<file path="src/rtl/mem_sequencer.sv">
// Multi-cycle fetch/decode/data/commit sequencer for a single shared memory port.
// A bus timeout parks the sequencer in HALT until reset.
module mem_sequencer #(
  parameter int unsigned TIMEOUT   = 16,
  parameter logic [31:0] NOP_INSTR = 32'h0000_0013
) (
  input  logic        clk,
  input  logic        rst_n,
  input  logic [31:0] pc_addr,
  input  logic [31:0] d_addr,
  input  logic [31:0] d_wdata,
  input  logic [1:0]  wr,
  output logic [31:0] instruction,
  output logic [31:0] d_rdata,
  output logic        commit,
  output logic [31:0] m_addr,
  output logic [31:0] m_wdata,
  output logic        m_req,
  output logic        m_we,
  input  logic [31:0] m_rdata,
  input  logic        m_ack,
  output logic        bus_err,
  output logic [31:0] instret
);

  typedef enum logic [2:0] {
    S_IDLE,
    S_FETCH,
    S_DECODE,
    S_DATA,
    S_COMMIT,
    S_HALT
  } state_t;

  localparam logic [7:0] TO = TIMEOUT[7:0];

  state_t      state, state_nxt;
  logic [7:0]  wait_cnt;
  logic [7:0]  cnt_inc;
  logic [1:0]  op_q;
  logic [31:0] instr_q;
  logic [31:0] rdata_q;
  logic [31:0] instret_q;
  logic        err_q;
  logic        busy;
  logic        timeout;
  logic        is_store;
  logic        is_load;

  assign cnt_inc  = wait_cnt + 8'd1;
  assign busy     = (state == S_FETCH) || (state == S_DATA);
  assign timeout  = busy && !m_ack && (TO != 8'd0) && (cnt_inc == TO);
  assign is_store = (op_q == 2'b10);
  assign is_load  = (op_q == 2'b01);

  always_comb begin
    state_nxt = state;
    unique case (state)
      S_IDLE:   state_nxt = S_FETCH;
      S_FETCH: begin
        if (m_ack)        state_nxt = S_DECODE;
        else if (timeout) state_nxt = S_HALT;
      end
      S_DECODE: begin
        unique case (1'b1)
          (wr == 2'b01),
          (wr == 2'b10): state_nxt = S_DATA;
          default:       state_nxt = S_COMMIT;
        endcase
      end
      S_DATA: begin
        if (m_ack)        state_nxt = S_COMMIT;
        else if (timeout) state_nxt = S_HALT;
      end
      S_COMMIT: state_nxt = S_FETCH;
      S_HALT:   state_nxt = S_HALT;
      default:  state_nxt = S_IDLE;
    endcase
  end

  always_ff @(posedge clk or negedge rst_n) begin
    if (!rst_n) begin
      state     <= S_IDLE;
      wait_cnt  <= 8'd0;
      op_q      <= 2'b00;
      instr_q   <= NOP_INSTR;
      rdata_q   <= 32'd0;
      instret_q <= 32'd0;
      err_q     <= 1'b0;
    end else begin
      state <= state_nxt;
      // Zero outside an access, so every FETCH/DATA entry starts at 0
      if (busy && !m_ack) wait_cnt <= cnt_inc;
      else                wait_cnt <= 8'd0;
      if (state == S_DECODE) op_q <= wr;
      if (state == S_FETCH && m_ack) instr_q <= m_rdata;
      if (state == S_DATA && m_ack && is_load) rdata_q <= m_rdata;
      if (state == S_COMMIT) instret_q <= instret_q + 32'd1;
      if (timeout) err_q <= 1'b1;
    end
  end

  // Port controls come from state and the command latched in DECODE
  always_comb begin
    m_req   = 1'b0;
    m_we    = 1'b0;
    m_addr  = pc_addr;
    m_wdata = 32'd0;
    commit  = 1'b0;
    unique case (state)
      S_FETCH:  m_req = 1'b1;
      S_DATA: begin
        m_req   = 1'b1;
        m_addr  = d_addr;
        m_wdata = d_wdata;
        m_we    = is_store;
      end
      S_COMMIT: commit = 1'b1;
      default: ;
    endcase
  end

  assign instruction = instr_q;
  assign d_rdata     = rdata_q;
  assign instret     = instret_q;
  assign bus_err     = err_q;

endmodule

</file>
<file path="config.mk">
export PLATFORM = sky130hd
export DESIGN_NAME = mem_sequencer
export DESIGN_NICKNAME = d
export VERILOG_FILES = /design/src/rtl/mem_sequencer.sv
export SDC_FILE = /design/constraint.sdc
export NUM_CORES = 1
export LEC_CHECK = 0
export CAP_MARGIN = 20
export CORE_MARGIN = 4
export CORE_UTILIZATION = 35
export DETAILED_ROUTE_END_ITERATION = 8
export GPL_ROUTABILITY_DRIVEN = 0
export PLACE_DENSITY = 0.8
export SLEW_MARGIN = 40
export SYNTH_ARGS = -nofsm -noshare
export SYNTH_HDL_FRONTEND = slang
export SYNTH_SLANG_ARGS = --single-unit
</file>
<file path="constraint.sdc">
create_clock -name clk -period 1.85 [get_ports clk]
set_input_delay 0.185 -clock clk [delete_from_list [all_inputs] [get_ports clk]]
set_output_delay 0.185 -clock clk [all_outputs]
set_load 0.1 [all_outputs]
</file>
# Yosys cells after proc, flatten, opt, wreduce, memory -nomap -nowiden

Cells that the tools add are included.

Mux-type cells: 11
Add/subtract/negate cells: 2
Reductions and logical operators: 11
Equality and inequality tests: 10

Operators by type and width:

| kind                    | number |
|---|---|
| $mux W32                | 2 |
| $add A32 B1 Y32 const B | 1 |
| $pmux W3 S5             | 1 |
| $mux W3                 | 4 |
| $add A8 B1 Y8 const B   | 1 |
| $eq A8 B5 Y1 const B    | 1 |
| $mux W8                 | 1 |
| $eq A3 B2 Y1 const B    | 2 |
| $eq A3 B3 Y1 const B    | 2 |
| $reduce_or A2 Y1        | 3 |
| $logic_and A1 B1 Y1     | 5 |
| $eq A2 B1 Y1 const B    | 2 |
| $eq A2 B2 Y1 const B    | 2 |
| $eq A3 B1 Y1 const B    | 1 |
| $logic_not A3 Y1        | 1 |
| $mux W1                 | 3 |
| $logic_not A1 Y1        | 1 |
| $logic_or A1 B1 Y1      | 1 |

Word-level logic and storage cells: 41
Register bits: 110
Output and inout bits: 164

# Longest topological paths before layout

Word-level depth: 7
Gate-level depth with buffers: 7
Depth with buffers taken out: 6

# Worst setup path before layout

OpenSTA, ideal clock, no wires.

Path type: flip-flop to output port
From: register state[2]
To: output m_we
Path slack: -1.520 ns
Cell stages (with the launch flop): 5
Arrival: 3.185 ns
Required time: 1.665 ns
Cell sequence: dfrtp_1 and2b_1 nand2_2 buf_2 nor3b_1

Longest elaborated chain between the ends: 2

Ends and longest elaborated chain:

| element                | line | source |
|---|---|---|
| start, declared        | 37   | `state_t state, state_nxt;` |
| start signal, assigned | 91   | `state <= state_nxt;` |
| $eq A3 B2 Y1           | 110  | `unique case (state)` |
| $mux W1                | 110  |  |
| end, declared          | 19   | `output logic m_we,` |

Every way passes these cells.

# Final worst setup path

From: register state[2]
To: output m_addr[28]

Longest elaborated chain between the ends: 2

Ends and longest elaborated chain:

| element       | line | source |
|---|---|---|
| $eq A3 B2 Y1  | 110  |  |
| $mux W32      | 110  |  |
| end, declared | 16   | `output logic [31:0] m_addr,` |

Every way passes these cells.

==> run metrics <==
Final WS setup=-193 ps; Die W=130 um; Post-Syn Instances=408; Fmax achieved=489 MHz; status=finished, violations left; H-tree depth=3; die height=130 um; Placed Cells incl. Taps=883; Finished Layout Cells=924; crit start category=register; initial antenna violation count=0; ranking of synthesized cells by area=dfrtp_1 51%, mux2_2 21%, and3_1 4.4%, xnor2_1 4.4%, xor2_1 2.0%; r2r endpoint=d_rdata[26]$_DFFE_PN0P_; via count=4612; count of cell types in the netlist=48; setup tns final=-4370 ps; clock root buffer=clkbuf_16; drt total wl=19.3 mm; max_slew headroom=0.610; HPWL after detailed placement=13.7 mm; GRT Total Usage=0.208; vias in the first global route=4806; Yosys warnings=0; Starting Density=0.359; Final nets=870; total grt overflow=0; DR pass1 iterations=4; number of enable flip-flop cells after synthesis=0; flop2flop setup slack=50 ps; post-synthesis sequential area ratio=0.529; syn_area_per_cell=12.8 um2; Max Cap Viol=0; worst reg2reg path depth=7; first-pass GRT wire length=27.3 mm; CTS tree=yes; Remaining DRCs=0; failing checks=negative setup slack; area leader, netlist=dfrtp_1; WS Path Type=reg2out; Main synth FF type=dfrtp_1; Num CTS Buffers=9; Final ANT Viol Nets=0; Worst-path clk slew=70 ps; core footprint=14500 um2; Avg WL per Cell=20.9 um; Die ar.=16900 um2; top-area cell type share of the netlist area=0.514; CTS Buffer Depth=2; Worst Setup SP=state[2]$_DFF_PN0_; # clock sinks=110; Worst EP required=1660 ps; min cycle time layout=2040 ps; clk_lat worst skew=340 ps; share of cells above drive strength 1=0.543; initial DRC count=230; final setup fails=34; Area Growth Syn to Fin=92.1%; final max-slew violation count=0; CP max FO=8; worst clock skew=7.04 ps; synthesized area=5210 um2; utilization after layout=0.689; Worst-Margin Slew=585 ps; asr flop ratio synth=1.00; Worst EP arrival=1860 ps; RSZ-0062 raised after global routing=true; Port Buffers=296; Final Hold Viols=0; number of I/O pins=297; WHS=466 ps; largest net degree at the start of global routing=111; Hold Path Class=in2async; Final period util=1.10; syn_nets=544; Via density=4.99; Rows=44; most numerous cell in the Yosys netlist=dfrtp_1; critical path endpoint category=primary output; worst reg2reg startpoint=state[2]$_DFF_PN0_; Post-synth top cells=107 x dfrtp_1, 98 x mux2_2, 37 x and3_1; #FFs+latches synth=110
[metrics by stage]
stage / cell area (um2) / worst slack [ps]
4_1_cts: 9660 / -180
6_report: 10000 / -193
3_5_place_dp: 9070 / 50.4
2_1_floorplan: 5360 / -154
5_1_grt: 10000 / -243
3_3_place_gp: 9070 / 78.2
[worst max-delay path, cell delays in order, from the launching register on]
cell and delay (ps):
dfrtp_1 380, and2b_2 250, nand2_4 90, buf_12 150, buf_16 140, mux2_4 320
buf_12 170
[cells by family (layout without fill, tap and decap cells)]
logic type                 after synthesis  after routing  synth area share
AOI/OAI and AO/OA                       12             12            0.0154
xor gates and xnor gates                38             38            0.0639
adders and majority gates                3              3           0.00720
buffers and inverters                   24            355            0.0276
DFF                                    110            110             0.529
muxes                                   99             99             0.214
other                                    0              1                 0
and+or+nand+nor                        122            122             0.143
[cell type report]
class	count	area [um2]
fill	1026	4520
timing repair buffer	336	3980
sequential	110	2830
multi-input combinational	274	2680
clock buffer	13	260
tap	184	230
clock inverter	3	20.0
inverter	3	11.3
antenna	1	2.50
[layout by cell type, fill, tap and decap left out, types with 3 or more instances in the layout]
master	count
and4_1	4
dfrtp_4	15
xor2_1	11
mux2_4	32
mux2_2	66
inv_1	3
nor2_1	12
clkbuf_16	14
clkdlybuf4s50_1	131
buf_12	78
a21oi_1	3
dfrtp_1	82
and3_4	32
buf_6	3
nand3_1	10
xnor2_1	25
buf_4	114
and3_1	5
o21ai_0	3
dfstp_2	3
nand2_1	19
dfrtp_2	10
nand4_1	10
[how the worst max path moves through the flow]
stage | end | slack (ps) | cells past startpoint
floorplan | m_we | -150 | 4
global placement | state[1]$_DFF_PN0_ | 80 | 6
finish | m_addr[28] | -190 | 6
global route | m_addr[28] | -240 | 6
detailed placement | state[1]$_DFF_PN0_ | 50 | 6
CTS | m_addr[6] | -180 | 6
[sequential cells by signal, indices dropped and copies added (netlist names)]
name / flops
bus_err: 1
state: 3
instruction: 32
instret: 32
op_q: 2
d_rdata: 32
wait_cnt: 8
[repair_timing]
item | 4_1_cts | 5_1_grt
hold buffers | 1 | 0
endpoints found under the setup margin | 33 | 109
gates cloned | 3 | 8
gates resized for setup | 40 | 37
buffers inserted | 7 | 8
endpoints found under the hold margin | 107 | 0
pin swaps | 1 | 21
[layer usage]
layer | GRT usage | up-vias | routed length (um)
li1 | - | 2100 | -
met1 | 0.250 | 2306 | 7390
met2 | 0.373 | 182 | 10400
met3 | 0.0516 | 24 | 1220
met4 | 0.0538 | 0 | 302
met5 | 0 | - | 0
Power is not shown: default switching activity piles up to over one toggle a cycle in this logic, so the estimate is an artifact.
